File: config.mk
export PLATFORM = sky130hd
export DESIGN_NAME = aurora_simplex_tx_ctrl_flat
export DESIGN_NICKNAME = d
export VERILOG_FILES = /design/src/rtl/aurora_simplex_tx_ctrl_if.sv /design/src/rtl/aurora_simplex_tx_ctrl.sv /design/src/flat_wrapper.sv
export SDC_FILE = /design/constraint.sdc
export NUM_CORES = 1
export LEC_CHECK = 0
export CAP_MARGIN = 20
export CORE_UTILIZATION = 43
export CTS_CLUSTER_SIZE = 28
export DETAILED_ROUTE_END_ITERATION = 8
export MAX_ROUTING_LAYER = met4
export PLACE_DENSITY = 0.7
export SKIP_CTS_REPAIR_TIMING = 1
export SYNTH_ARGS = -nofsm -noshare
export SYNTH_HDL_FRONTEND = slang
export SYNTH_SLANG_ARGS = --single-unit
File: constraint.sdc
create_clock -name clk -period 2.3 [get_ports clk]
set_input_delay 0.345 -clock clk [delete_from_list [all_inputs] [get_ports clk]]
set_output_delay 0.345 -clock clk [all_outputs]
set_load 0.02 [all_outputs]
File: src/rtl/aurora_simplex_tx_ctrl_if.sv
// Transmit-side handshake/lane bundle between the simplex TX controller and
// the AXI ingress / lane encoders.
//   axi_valid : upstream data valid (driven by the ingress side)
//   axi_ready : upstream may transfer this cycle (driven by the controller)
//   tx_cmd    : block command to encoders (0 IDLE,1 ALIGN,2 BOND,3 VERIFY,4 DATA,5 CC)
//   lane_en   : active lane mask to encoders
// master = controller side, slave = ingress/encoder side.
interface aurora_simplex_tx_ctrl_if #(
  parameter int MAX_LINKS = 2
) ();
  logic                 axi_valid;
  logic                 axi_ready;
  logic [2:0]           tx_cmd;
  logic [MAX_LINKS-1:0] lane_en;

  modport master (input axi_valid, output axi_ready, output tx_cmd, output lane_en);
  modport slave  (output axi_valid, input axi_ready, input tx_cmd, input lane_en);
endinterface

File: src/rtl/aurora_simplex_tx_ctrl.sv
// Aurora simplex TX controller: sequences RESET/ALIGN/BOND/VERIFY, drives the
// simplex sideband status, gates AXI-Stream acceptance and inserts periodic
// clock-compensation bursts once the channel is up. All outputs registered.
// Ports:
//   clk, rst_n        : clock, async active-low reset
//   i_single_lane     : 1 = single-lane mode (lowest requested lane, no BOND)
//   i_lane_select     : requested lane mask
//   i_restart         : synchronous re-initialisation pulse
//   tx_if (master)    : axi_valid in; axi_ready, tx_cmd, lane_en out
//   o_simplex_*       : sideband reset/aligned/bonded/verified
//   o_channel_up      : channel in READY
//
// state    | meaning
// S_RESET  | simplex_reset high, lane mask latched, waits for nonzero mask
// S_ALIGN  | alignment blocks on enabled lanes
// S_BOND   | channel-bond blocks (multi-lane only)
// S_VERIFY | verification sequence
// S_READY  | data transfer with periodic CC bursts
module aurora_simplex_tx_ctrl #(
  parameter int MAX_LINKS     = 2,
  parameter int RESET_CYCLES  = 16,
  parameter int ALIGN_CYCLES  = 64,
  parameter int BOND_CYCLES   = 32,
  parameter int VERIFY_CYCLES = 64,
  parameter int CC_PERIOD     = 5000,
  parameter int CC_LEN        = 3
) (
  input  logic                  clk,
  input  logic                  rst_n,
  input  logic                  i_single_lane,
  input  logic [MAX_LINKS-1:0]  i_lane_select,
  input  logic                  i_restart,
  aurora_simplex_tx_ctrl_if.master tx_if,
  output logic                  o_simplex_reset,
  output logic                  o_simplex_aligned,
  output logic                  o_simplex_bonded,
  output logic                  o_simplex_verified,
  output logic                  o_channel_up
);

  localparam int MAX_RA = (RESET_CYCLES > ALIGN_CYCLES) ? RESET_CYCLES : ALIGN_CYCLES;
  localparam int MAX_BV = (BOND_CYCLES > VERIFY_CYCLES) ? BOND_CYCLES : VERIFY_CYCLES;
  localparam int MAXC   = (MAX_RA > MAX_BV) ? MAX_RA : MAX_BV;
  localparam int CW     = (MAXC > 2) ? $clog2(MAXC) : 1;
  localparam int CCW    = (CC_PERIOD > 2) ? $clog2(CC_PERIOD) : 1;
  localparam int RW     = $clog2(CC_LEN + 1);

  localparam logic [2:0] CMD_IDLE   = 3'd0;
  localparam logic [2:0] CMD_ALIGN  = 3'd1;
  localparam logic [2:0] CMD_BOND   = 3'd2;
  localparam logic [2:0] CMD_VERIFY = 3'd3;
  localparam logic [2:0] CMD_DATA   = 3'd4;
  localparam logic [2:0] CMD_CC     = 3'd5;

  typedef enum logic [2:0] {S_RESET, S_ALIGN, S_BOND, S_VERIFY, S_READY} state_t;

  state_t               r_state, w_state_nxt;
  logic                 r_first;
  logic [CW-1:0]        r_cnt, w_cnt_nxt;
  logic [CCW-1:0]       r_cc_cnt, w_cc_cnt_nxt;
  logic [RW-1:0]        r_cc_rem, w_cc_rem_nxt;
  logic [MAX_LINKS-1:0] r_mask, w_mask_nxt;
  logic [MAX_LINKS-1:0] r_lane_sel, w_lane_sel_nxt;
  logic                 r_single, w_single_nxt;
  logic [2:0]           r_tx_cmd, w_tx_cmd_nxt;
  logic [MAX_LINKS-1:0] r_lane_en, w_lane_en_nxt;
  logic                 r_reset, w_reset_nxt;
  logic                 r_aligned, w_aligned_nxt;
  logic                 r_bonded, w_bonded_nxt;
  logic                 r_verified, w_verified_nxt;
  logic                 r_chup, w_chup_nxt;
  logic                 r_axi_ready, w_axi_ready_nxt;
  logic [MAX_LINKS-1:0] w_eff_mask;
  logic                 w_reinit;

  // Single-lane mode keeps only the lowest requested lane.
  assign w_eff_mask = i_single_lane ? (i_lane_select & (~i_lane_select + MAX_LINKS'(1)))
                                    : i_lane_select;
  assign w_reinit   = i_restart ||
                      ((r_state != S_RESET) &&
                       ((i_lane_select != r_lane_sel) || (i_single_lane != r_single)));

  always_ff @(posedge clk or negedge rst_n) begin
    if (!rst_n) begin
      r_state     <= S_RESET;
      r_first     <= 1'b1;
      r_cnt       <= '0;
      r_cc_cnt    <= '0;
      r_cc_rem    <= '0;
      r_mask      <= '0;
      r_lane_sel  <= '0;
      r_single    <= 1'b0;
      r_tx_cmd    <= CMD_IDLE;
      r_lane_en   <= '0;
      r_reset     <= 1'b1;
      r_aligned   <= 1'b0;
      r_bonded    <= 1'b0;
      r_verified  <= 1'b0;
      r_chup      <= 1'b0;
      r_axi_ready <= 1'b0;
    end else begin
      r_state     <= w_state_nxt;
      r_first     <= 1'b0;
      r_cnt       <= w_cnt_nxt;
      r_cc_cnt    <= w_cc_cnt_nxt;
      r_cc_rem    <= w_cc_rem_nxt;
      r_mask      <= w_mask_nxt;
      r_lane_sel  <= w_lane_sel_nxt;
      r_single    <= w_single_nxt;
      r_tx_cmd    <= w_tx_cmd_nxt;
      r_lane_en   <= w_lane_en_nxt;
      r_reset     <= w_reset_nxt;
      r_aligned   <= w_aligned_nxt;
      r_bonded    <= w_bonded_nxt;
      r_verified  <= w_verified_nxt;
      r_chup      <= w_chup_nxt;
      r_axi_ready <= w_axi_ready_nxt;
    end
  end

  always_comb begin
    w_state_nxt    = r_state;
    w_cnt_nxt      = r_cnt;
    w_cc_cnt_nxt   = r_cc_cnt;
    w_cc_rem_nxt   = r_cc_rem;
    w_mask_nxt     = r_mask;
    w_lane_sel_nxt = r_lane_sel;
    w_single_nxt   = r_single;
    w_aligned_nxt  = r_aligned;
    w_bonded_nxt   = r_bonded;
    w_verified_nxt = r_verified;
    w_chup_nxt     = r_chup;

    if (w_reinit) begin
      w_state_nxt    = S_RESET;
      w_cnt_nxt      = CW'(RESET_CYCLES - 1);
      w_cc_cnt_nxt   = '0;
      w_cc_rem_nxt   = '0;
      w_mask_nxt     = w_eff_mask;
      w_lane_sel_nxt = i_lane_select;
      w_single_nxt   = i_single_lane;
      w_aligned_nxt  = 1'b0;
      w_bonded_nxt   = 1'b0;
      w_verified_nxt = 1'b0;
      w_chup_nxt     = 1'b0;
    end else begin
      case (r_state)
        S_RESET: begin
          // Mask keeps tracking the inputs while held in reset.
          w_mask_nxt     = w_eff_mask;
          w_lane_sel_nxt = i_lane_select;
          w_single_nxt   = i_single_lane;
          // Counter comes out of async reset at 0; the first cycle counts
          // as one of the reset cycles, so load one less.
          if (r_first) begin
            w_cnt_nxt = CW'(RESET_CYCLES - 2);
          end else if (r_cnt != '0) begin
            w_cnt_nxt = r_cnt - CW'(1);
          end else if (w_eff_mask != '0) begin
            w_state_nxt = S_ALIGN;
            w_cnt_nxt   = CW'(ALIGN_CYCLES - 1);
          end
        end
        S_ALIGN: begin
          if (r_cnt != '0) begin
            w_cnt_nxt = r_cnt - CW'(1);
          end else begin
            w_aligned_nxt = 1'b1;
            if (r_single) begin
              w_bonded_nxt = 1'b1;
              w_state_nxt  = S_VERIFY;
              w_cnt_nxt    = CW'(VERIFY_CYCLES - 1);
            end else begin
              w_state_nxt  = S_BOND;
              w_cnt_nxt    = CW'(BOND_CYCLES - 1);
            end
          end
        end
        S_BOND: begin
          if (r_cnt != '0) begin
            w_cnt_nxt = r_cnt - CW'(1);
          end else begin
            w_bonded_nxt = 1'b1;
            w_state_nxt  = S_VERIFY;
            w_cnt_nxt    = CW'(VERIFY_CYCLES - 1);
          end
        end
        S_VERIFY: begin
          if (r_cnt != '0) begin
            w_cnt_nxt = r_cnt - CW'(1);
          end else begin
            w_verified_nxt = 1'b1;
            w_chup_nxt     = 1'b1;
            w_state_nxt    = S_READY;
            w_cc_cnt_nxt   = '0;
            w_cc_rem_nxt   = '0;
          end
        end
        S_READY: begin
          // r_cc_rem counts CC cycles left including the current one.
          if (r_cc_cnt == CCW'(CC_PERIOD - 1)) begin
            w_cc_cnt_nxt = '0;
            w_cc_rem_nxt = RW'(CC_LEN);
          end else begin
            w_cc_cnt_nxt = r_cc_cnt + CCW'(1);
            if (r_cc_rem != '0) w_cc_rem_nxt = r_cc_rem - RW'(1);
          end
        end
        default: w_state_nxt = S_RESET;
      endcase
    end

    // Registered outputs are derived from the next-state values so they
    // line up with the state they describe.
    w_reset_nxt     = (w_state_nxt == S_RESET);
    w_lane_en_nxt   = w_reset_nxt ? '0 : w_mask_nxt;
    w_axi_ready_nxt = (w_state_nxt == S_READY) && (w_cc_rem_nxt == '0);
    w_tx_cmd_nxt    = CMD_IDLE;
    case (w_state_nxt)
      S_ALIGN:  w_tx_cmd_nxt = CMD_ALIGN;
      S_BOND:   w_tx_cmd_nxt = CMD_BOND;
      S_VERIFY: w_tx_cmd_nxt = CMD_VERIFY;
      S_READY: begin
        if (w_cc_rem_nxt != '0)                    w_tx_cmd_nxt = CMD_CC;
        else if (tx_if.axi_valid && w_axi_ready_nxt) w_tx_cmd_nxt = CMD_DATA;
      end
      default:  w_tx_cmd_nxt = CMD_IDLE;
    endcase
  end

  assign tx_if.axi_ready    = r_axi_ready;
  assign tx_if.tx_cmd       = r_tx_cmd;
  assign tx_if.lane_en      = r_lane_en;
  assign o_simplex_reset    = r_reset;
  assign o_simplex_aligned  = r_aligned;
  assign o_simplex_bonded   = r_bonded;
  assign o_simplex_verified = r_verified;
  assign o_channel_up       = r_chup;

endmodule

File: src/flat_wrapper.sv
// flat-port wrapper written by rule: the top's interface ports become plain ports
module aurora_simplex_tx_ctrl_flat 
#(
  parameter int MAX_LINKS     = 2,
  parameter int RESET_CYCLES  = 16,
  parameter int ALIGN_CYCLES  = 64,
  parameter int BOND_CYCLES   = 32,
  parameter int VERIFY_CYCLES = 64,
  parameter int CC_PERIOD     = 5000,
  parameter int CC_LEN        = 3
)
  (clk, rst_n, i_single_lane, i_lane_select, i_restart, o_simplex_reset, o_simplex_aligned, o_simplex_bonded, o_simplex_verified, o_channel_up, tx_if_axi_valid, tx_if_axi_ready, tx_if_tx_cmd, tx_if_lane_en);
  aurora_simplex_tx_ctrl_if #(.MAX_LINKS(MAX_LINKS)) tx_if_i ();
  input  logic clk;
  input  logic rst_n;
  input  logic i_single_lane;
  input  logic [MAX_LINKS-1:0] i_lane_select;
  input  logic i_restart;
  output logic o_simplex_reset;
  output logic o_simplex_aligned;
  output logic o_simplex_bonded;
  output logic o_simplex_verified;
  output logic o_channel_up;
  input wire logic [$bits(tx_if_i.axi_valid)-1:0] tx_if_axi_valid;
  output wire logic [$bits(tx_if_i.axi_ready)-1:0] tx_if_axi_ready;
  output wire logic [$bits(tx_if_i.tx_cmd)-1:0] tx_if_tx_cmd;
  output wire logic [$bits(tx_if_i.lane_en)-1:0] tx_if_lane_en;
  assign tx_if_i.axi_valid = tx_if_axi_valid;
  assign tx_if_axi_ready = tx_if_i.axi_ready;
  assign tx_if_tx_cmd = tx_if_i.tx_cmd;
  assign tx_if_lane_en = tx_if_i.lane_en;
  aurora_simplex_tx_ctrl #(.MAX_LINKS(MAX_LINKS), .RESET_CYCLES(RESET_CYCLES), .ALIGN_CYCLES(ALIGN_CYCLES), .BOND_CYCLES(BOND_CYCLES), .VERIFY_CYCLES(VERIFY_CYCLES), .CC_PERIOD(CC_PERIOD), .CC_LEN(CC_LEN)) u_core (.clk(clk), .rst_n(rst_n), .i_single_lane(i_single_lane), .i_lane_select(i_lane_select), .i_restart(i_restart), .tx_if(tx_if_i), .o_simplex_reset(o_simplex_reset), .o_simplex_aligned(o_simplex_aligned), .o_simplex_bonded(o_simplex_bonded), .o_simplex_verified(o_simplex_verified), .o_channel_up(o_channel_up));
endmodule
# [Word-level counts from Yosys, hierarchy flattened]
# Index checks and enable logic that the tools add are counted.
[classes] addsub=4 mul=0 div=0 order_cmp=0 eq_ne=18 shift=0 n_mux=47 bitwise=2 n_reduce_logical=24
[ops] op="two-way mux 6 bit" n=8
[ops] op="two-way mux 13 bit" n=3
[ops] op="two-way mux 3 bit" n=9
[ops] op="one-hot mux 13 bit (2 select lines)" n=1
[ops] op="one-hot mux 6 bit (4 select lines)" n=1
[ops] op="two-way mux 2 bit" n=10
[ops] op="one-hot mux 3 bit (5 select lines)" n=1
[ops] op="adder 13 x 1 -> 13 bit, second input constant" n=1
[ops] op="== test 13 bit, second input constant" n=1
[ops] op="== test 3 x 2 -> 1 bit, second input constant" n=4
[ops] op="one-hot mux 3 bit (4 select lines)" n=1
[ops] op="nonzero test 2 bit" n=6
[ops] op="two-way mux 1 bit" n=11
[ops] op="!= test 3 x 2 -> 1 bit, second input constant" n=3
[ops] op="nonzero test 3 bit" n=3
[ops] op="== test 3 x 1 -> 1 bit, second input constant" n=2
[ops] op="== test 3 bit, second input constant" n=2
[ops] op="logical NOT 3 bit" n=2
[ops] op="!= test 3 x 1 -> 1 bit, second input constant" n=2
[ops] op="AND reduction 2 bit" n=3
[ops] op="nonzero test 6 bit" n=1
[ops] op="subtractor 6 x 1 -> 6 bit, second input constant" n=1
[ops] op="!= test 5 x 1 -> 1 bit, second input constant" n=1
[ops] op="nonzero test 5 bit" n=1
[ops] op="14 further kinds" n=17
[totals] regBits=40 latchBits=0 mem_bits_rw=0 mem_bits_ro=0 in_bits=7 n_memories=0

# [Logic depth before layout (Yosys ltp)]
[depth] word_depth=16 ltp_mapped=8

# [Least setup slack after synthesis]
# No wires, ideal clock.
[synth_timing] path_kind="reg2reg" from="register u_core.r_cnt[0]" to="register u_core.r_cc_cnt[11]" setup_ns=0.121 arrival_ns=1.956 required_ns=2.179 path_slack_ns=0.223 path_stages_with_launch=9 period_less_slack_ns=2.077 path_cell_list="dfrtp_1 -> inv_1 -> ha_1 -> or4b_4 -> nor4_1 -> o21ai_1 -> buf_2 -> a22o_1 -> a22o_1"
[synth_via] elab_chain_cells=3
[synth_rtl] item="start: declaration" line_no="aurora_simplex_tx_ctrl.sv:59" rtl="logic [CW-1:0] r_cnt, w_cnt_nxt;"
[synth_rtl] item="start signal: assignment" line_no="aurora_simplex_tx_ctrl.sv:104" rtl="r_cnt <= w_cnt_nxt;"
[synth_rtl] item="nonzero test 6 bit" line_no="aurora_simplex_tx_ctrl.sv:189" rtl="if (r_cnt != '0) begin"
[synth_rtl] item="!= test 3 x 2 -> 1 bit (no source line)"
[synth_rtl] item="AND reduction 2 bit (no source line)"
[synth_rtl] item="end signal: assignment" line_no="aurora_simplex_tx_ctrl.sv:105" rtl="r_cc_cnt <= w_cc_cnt_nxt;"
[synth_rtl] item="end: declaration" line_no="aurora_simplex_tx_ctrl.sv:60" rtl="logic [CCW-1:0] r_cc_cnt, w_cc_cnt_nxt;"
# No other way between the ends.
# A chain may end at the register's enable or synchronous reset.

# [Worst setup path in the final report]
[layout_timing] from="register u_core.r_cnt[0]" to="register u_core.r_lane_en[1], in the netlist u_core.tx_if.lane_en[1]"
[layout_via] elab_chain_cells=7 word_cells_on_any_way=10
[layout_rtl] item="nonzero test 6 bit *"
[layout_rtl] item="two-way mux 3 bit" line_no="aurora_simplex_tx_ctrl.sv:157" rtl="end else if (r_cnt != '0) begin"
[layout_rtl] item="two-way mux 3 bit" line_no="aurora_simplex_tx_ctrl.sv:155" rtl="if (r_first) begin"
[layout_rtl] item="one-hot mux 3 bit (5 select lines) *" line_no="aurora_simplex_tx_ctrl.sv:147" rtl="case (r_state)"
[layout_rtl] item="two-way mux 3 bit *" line_no="aurora_simplex_tx_ctrl.sv:134" rtl="if (w_reinit) begin"
[layout_rtl] item="logical NOT 3 bit *" line_no="aurora_simplex_tx_ctrl.sv:215" rtl="w_reset_nxt = (w_state_nxt == S_RESET);"
[layout_rtl] item="named net u_core.w_reset_nxt" line_no="aurora_simplex_tx_ctrl.sv:67" rtl="logic r_reset, w_reset_nxt;"
[layout_rtl] item="two-way mux 2 bit *" line_no="aurora_simplex_tx_ctrl.sv:216" rtl="w_lane_en_nxt = w_reset_nxt ? '0 : w_mask_nxt;"
[layout_rtl] item="named net u_core.w_lane_en_nxt[1]" line_no="aurora_simplex_tx_ctrl.sv:66" rtl="logic [MAX_LINKS-1:0] r_lane_en, w_lane_en_nxt;"
[layout_rtl] item="end signal: assignment" line_no="aurora_simplex_tx_ctrl.sv:111" rtl="r_lane_en <= w_lane_en_nxt;"
[layout_rtl] item="end: declaration" line_no="aurora_simplex_tx_ctrl.sv:66"
# Mark *: on every way through the listed nets, which the timed path passes. The rest lies on a longest branch.

==> reports/metrics.csv <==
metric;value;unit
Clock transition at path regs;0.07;ns
Filler cells;418;
drt initial violations;90;
TritonCTS clock tree;yes;
Final ANT Viol Nets;0;
Post-synth top flop;dfrtp_1;
Hold WC Path Type;in -> async;
pre-CTS setup slack;-0.0543;ns
total grt overflow;0;
Die Span X;73.1;um
outcome;finished, final reports clean;
number of buffers created by CTS;5;
IO Count;18;
r2r setup slk;0.08;ns
Leakage;0.00108;uW
reg2reg end;u_core.tx_if.lane_en[1];
Port-buffer cells;17;
Post-Syn Area per Cell;9.82;um2
row cnt;25;
post-route cell area;0.00264;mm2
DRC violations left;0;
Post-synth EDFFs;0;
dpl cell area;0.00253;mm2
IR drop worst, VDD;0.000366;V
final WL;4440;um
CTS sink cnt;40;
slowest stage delay, CP;0.46;ns
Final Hold Viols;0;
CP Class;reg -> reg;
routed len/inst;13.9;um
first-pass GRT wire length;7650;um
fin nets;261;
TNS Setup;0;ns
Die H;73.1;um
Slew Viols, Final;0;
area of the multi-input gates;0.00109;mm2
register area;0.00100;mm2
final setup vio count;0;
CP Data Required Time;2.52;ns
worst clock skew;0.00454;ns
gp weighted congestion;0.897;
Worst setup SP type;flip-flop;
Starting Density;45.4;%
syn_nets;230;
largest net degree at the start of global routing;41;
worst setup margin;0.0776;ns
Syn Inst Count;221;
DP HPWL;3220;um
Area Growth Syn to Fin;21.5;%
All-Layer GR Usage;19.4;%
core box area;0.00479;mm2
Worst EP arrival;2.44;ns
post-synthesis sequential area ratio;46.2;%
min Tclk post-route;2.22;ns
CP endpoint kind;flip-flop;
R2R cell count;8;
headroom to the max-slew limit;43.0;%
htree depth;2;
Vias;1732;
root buffer cell;clkbuf_8;
crit path launch;u_core.r_cnt[0];
initial antenna violation count;0;
RSZ-0062 raised after global routing;yes;
#FFs+latches synth;40;
share of post-route cells with drive strength above 1;18.2;%
Clock Latency Late Sink;0.29;ns
worst path cell trace;inv_1, ha_1, or4b_4, buf_4, o31a_1, a311oi_2, o311ai_4, nor2b_1;
Via-to-Cell Ratio;5.41;
pwr dens;491;mW/mm2
period utilisation layout;96.6;%
CP max FO;4;
CP max-delay cell;or4b_4;
Die ar.;0.00534;mm2
vias in the first global route;1648;
Worst R2R Start;u_core.r_cnt[0];
number of synthesis warnings;0;
DRT Pass-1 Iters;4;
ys async rst share;100;%
achievable clock frequency;0.450;GHz
maximum capacitance violations;0;
Max Buffers Root-to-Sink;2;
Post-Syn Area;0.00217;mm2
ANT cells;0;
Synth cell types;56;
Tightest Pin Transition;0.855;ns
==> metrics by stage <==
stage	util (%)	power [uW]	hold slack [ns]	cells
2_1_floorplan	-	793	0.0494	221
3_3_place_gp	52.8	840	0.478	312
3_5_place_dp	52.8	842	0.483	312
4_1_cts	54.7	1320	0.198	320
5_1_grt	55.1	1360	0.253	320
6_report	55.1	1300	0.160	320
==> sequential cells by signal, indices dropped and copies added (netlist names) <==
| signal | count |
|---|---|
| u_core.r_cc_rem | 2 |
| u_core.r_cnt | 6 |
| u_core.r_cc_cnt | 13 |
| u_core.tx_if.lane_en | 2 |
| u_core.r_single | 1 |
| u_core.o_simplex_reset | 1 |
| u_core.r_lane_sel | 2 |
| u_core.o_simplex_verified | 1 |
| u_core.o_simplex_aligned | 1 |
| u_core.r_state | 3 |
| u_core.r_first | 1 |
| u_core.r_mask | 2 |
| u_core.tx_if.axi_ready | 1 |
| u_core.o_simplex_bonded | 1 |
| u_core.tx_if.tx_cmd | 3 |
==> routing by layer <==
layer | wire [um] | vias up | track usage [%]
met2 | 1960 | 41 | 28.3
met3 | 196 | 6 | 4.70
li1 | - | 868 | -
met1 | 2220 | 817 | 25.9
met5 | 0 | - | -
met4 | 58 | 0 | 7.41
==> worst max-delay path by stage <==
stage / to / slack, ns
after global routing: u_core.tx_if.tx_cmd[0] / -0.03
after floorplan: u_core.r_cc_cnt[11] / 0.22
after global placement: u_core.tx_if.axi_ready / 0.05
after CTS: u_core.tx_if.axi_ready / 0.05
final: u_core.tx_if.lane_en[1] / 0.08
after detailed placement: u_core.r_cc_cnt[8] / -0.05
==> logic make-up (layout without fill, tap and decap cells) <==
family,after synthesis,count (layout),share of synthesized area (%)
XOR/XNOR,8,8,3.23
adder cells (fa/ha/maj),3,3,1.61
AO/OA/AOI/OAI,52,52,19.5
multiplexers,7,7,3.40
flip-flops,40,40,46.2
other,1,1,0.173
AND/OR/NAND/NOR,86,86,21.2
buffers and inverters,24,56,4.61
==> cells in the mapped netlist (4+ instances only) <==
| cell type | number | area [um2] |
|---|---|---|
| dfrtp_1 | 38 | 951 |
| nor2_1 | 17 | 63.8 |
| nand3_1 | 13 | 65.1 |
| nor3_1 | 13 | 65.1 |
| nand2_1 | 12 | 45.0 |
| inv_1 | 10 | 37.5 |
| a22o_1 | 8 | 70.1 |
| xnor2_1 | 8 | 70.1 |
| clkbuf_1 | 7 | 26.3 |
| a21oi_1 | 6 | 30.0 |
| buf_2 | 5 | 25.0 |
| o21ai_0 | 5 | 25.0 |
| a211oi_1 | 4 | 30.0 |
| and3_1 | 4 | 25.0 |
| mux2i_1 | 4 | 40.0 |
| nand4_1 | 4 | 25.0 |
| o2bb2ai_1 | 4 | 35.0 |
==> cell usage in the layout (no fill, tap or decap), drive strengths merged, types with 3 or more instances in the layout <==
| cell type | n |
|---|---|
| clkdlybuf4s50 | 16 |
| nand4 | 4 |
| a21oi | 6 |
| or2 | 3 |
| inv | 10 |
| clkbuf | 8 |
| nor4b | 3 |
| dfrtp | 38 |
| o2bb2ai | 4 |
| nand3 | 13 |
| buf | 22 |
| nor2 | 19 |
| nor3 | 13 |
| xnor2 | 8 |
| and3 | 4 |
| a22o | 8 |
| a211oi | 4 |
| nand2b | 3 |
| o21ai | 7 |
| nand2 | 12 |
| mux2i | 4 |
| mux2 | 3 |
==> worst max-delay path, delay by kind of cell, from the launching register on <==
family                   cells  cell delay, ns
AO/OA/AOI/OAI                3            0.79
AND/OR/NAND/NOR              2            0.58
buffers and inverters        2            0.24
adder cells (fa/ha/maj)      1            0.16
flip-flops                   1            0.37
==> report_power, final <==
group | internal (uW) | switching [uW] | total [uW]
clock network | 244 | 223 | 467
registers | 719 | 13.4 | 732
logic | 43.5 | 53.1 | 96.6
==> layout make-up <==
class	count	share of cell area [%]
Inverter	10	1.42
Timing Repair Buffer	38	12.7
Sequential cell	40	38.0
Tap cell	67	3.18
Multi-Input combinational cell	157	41.2
Clock buffer	8	3.42
Power figures use the tool's default switching activity.
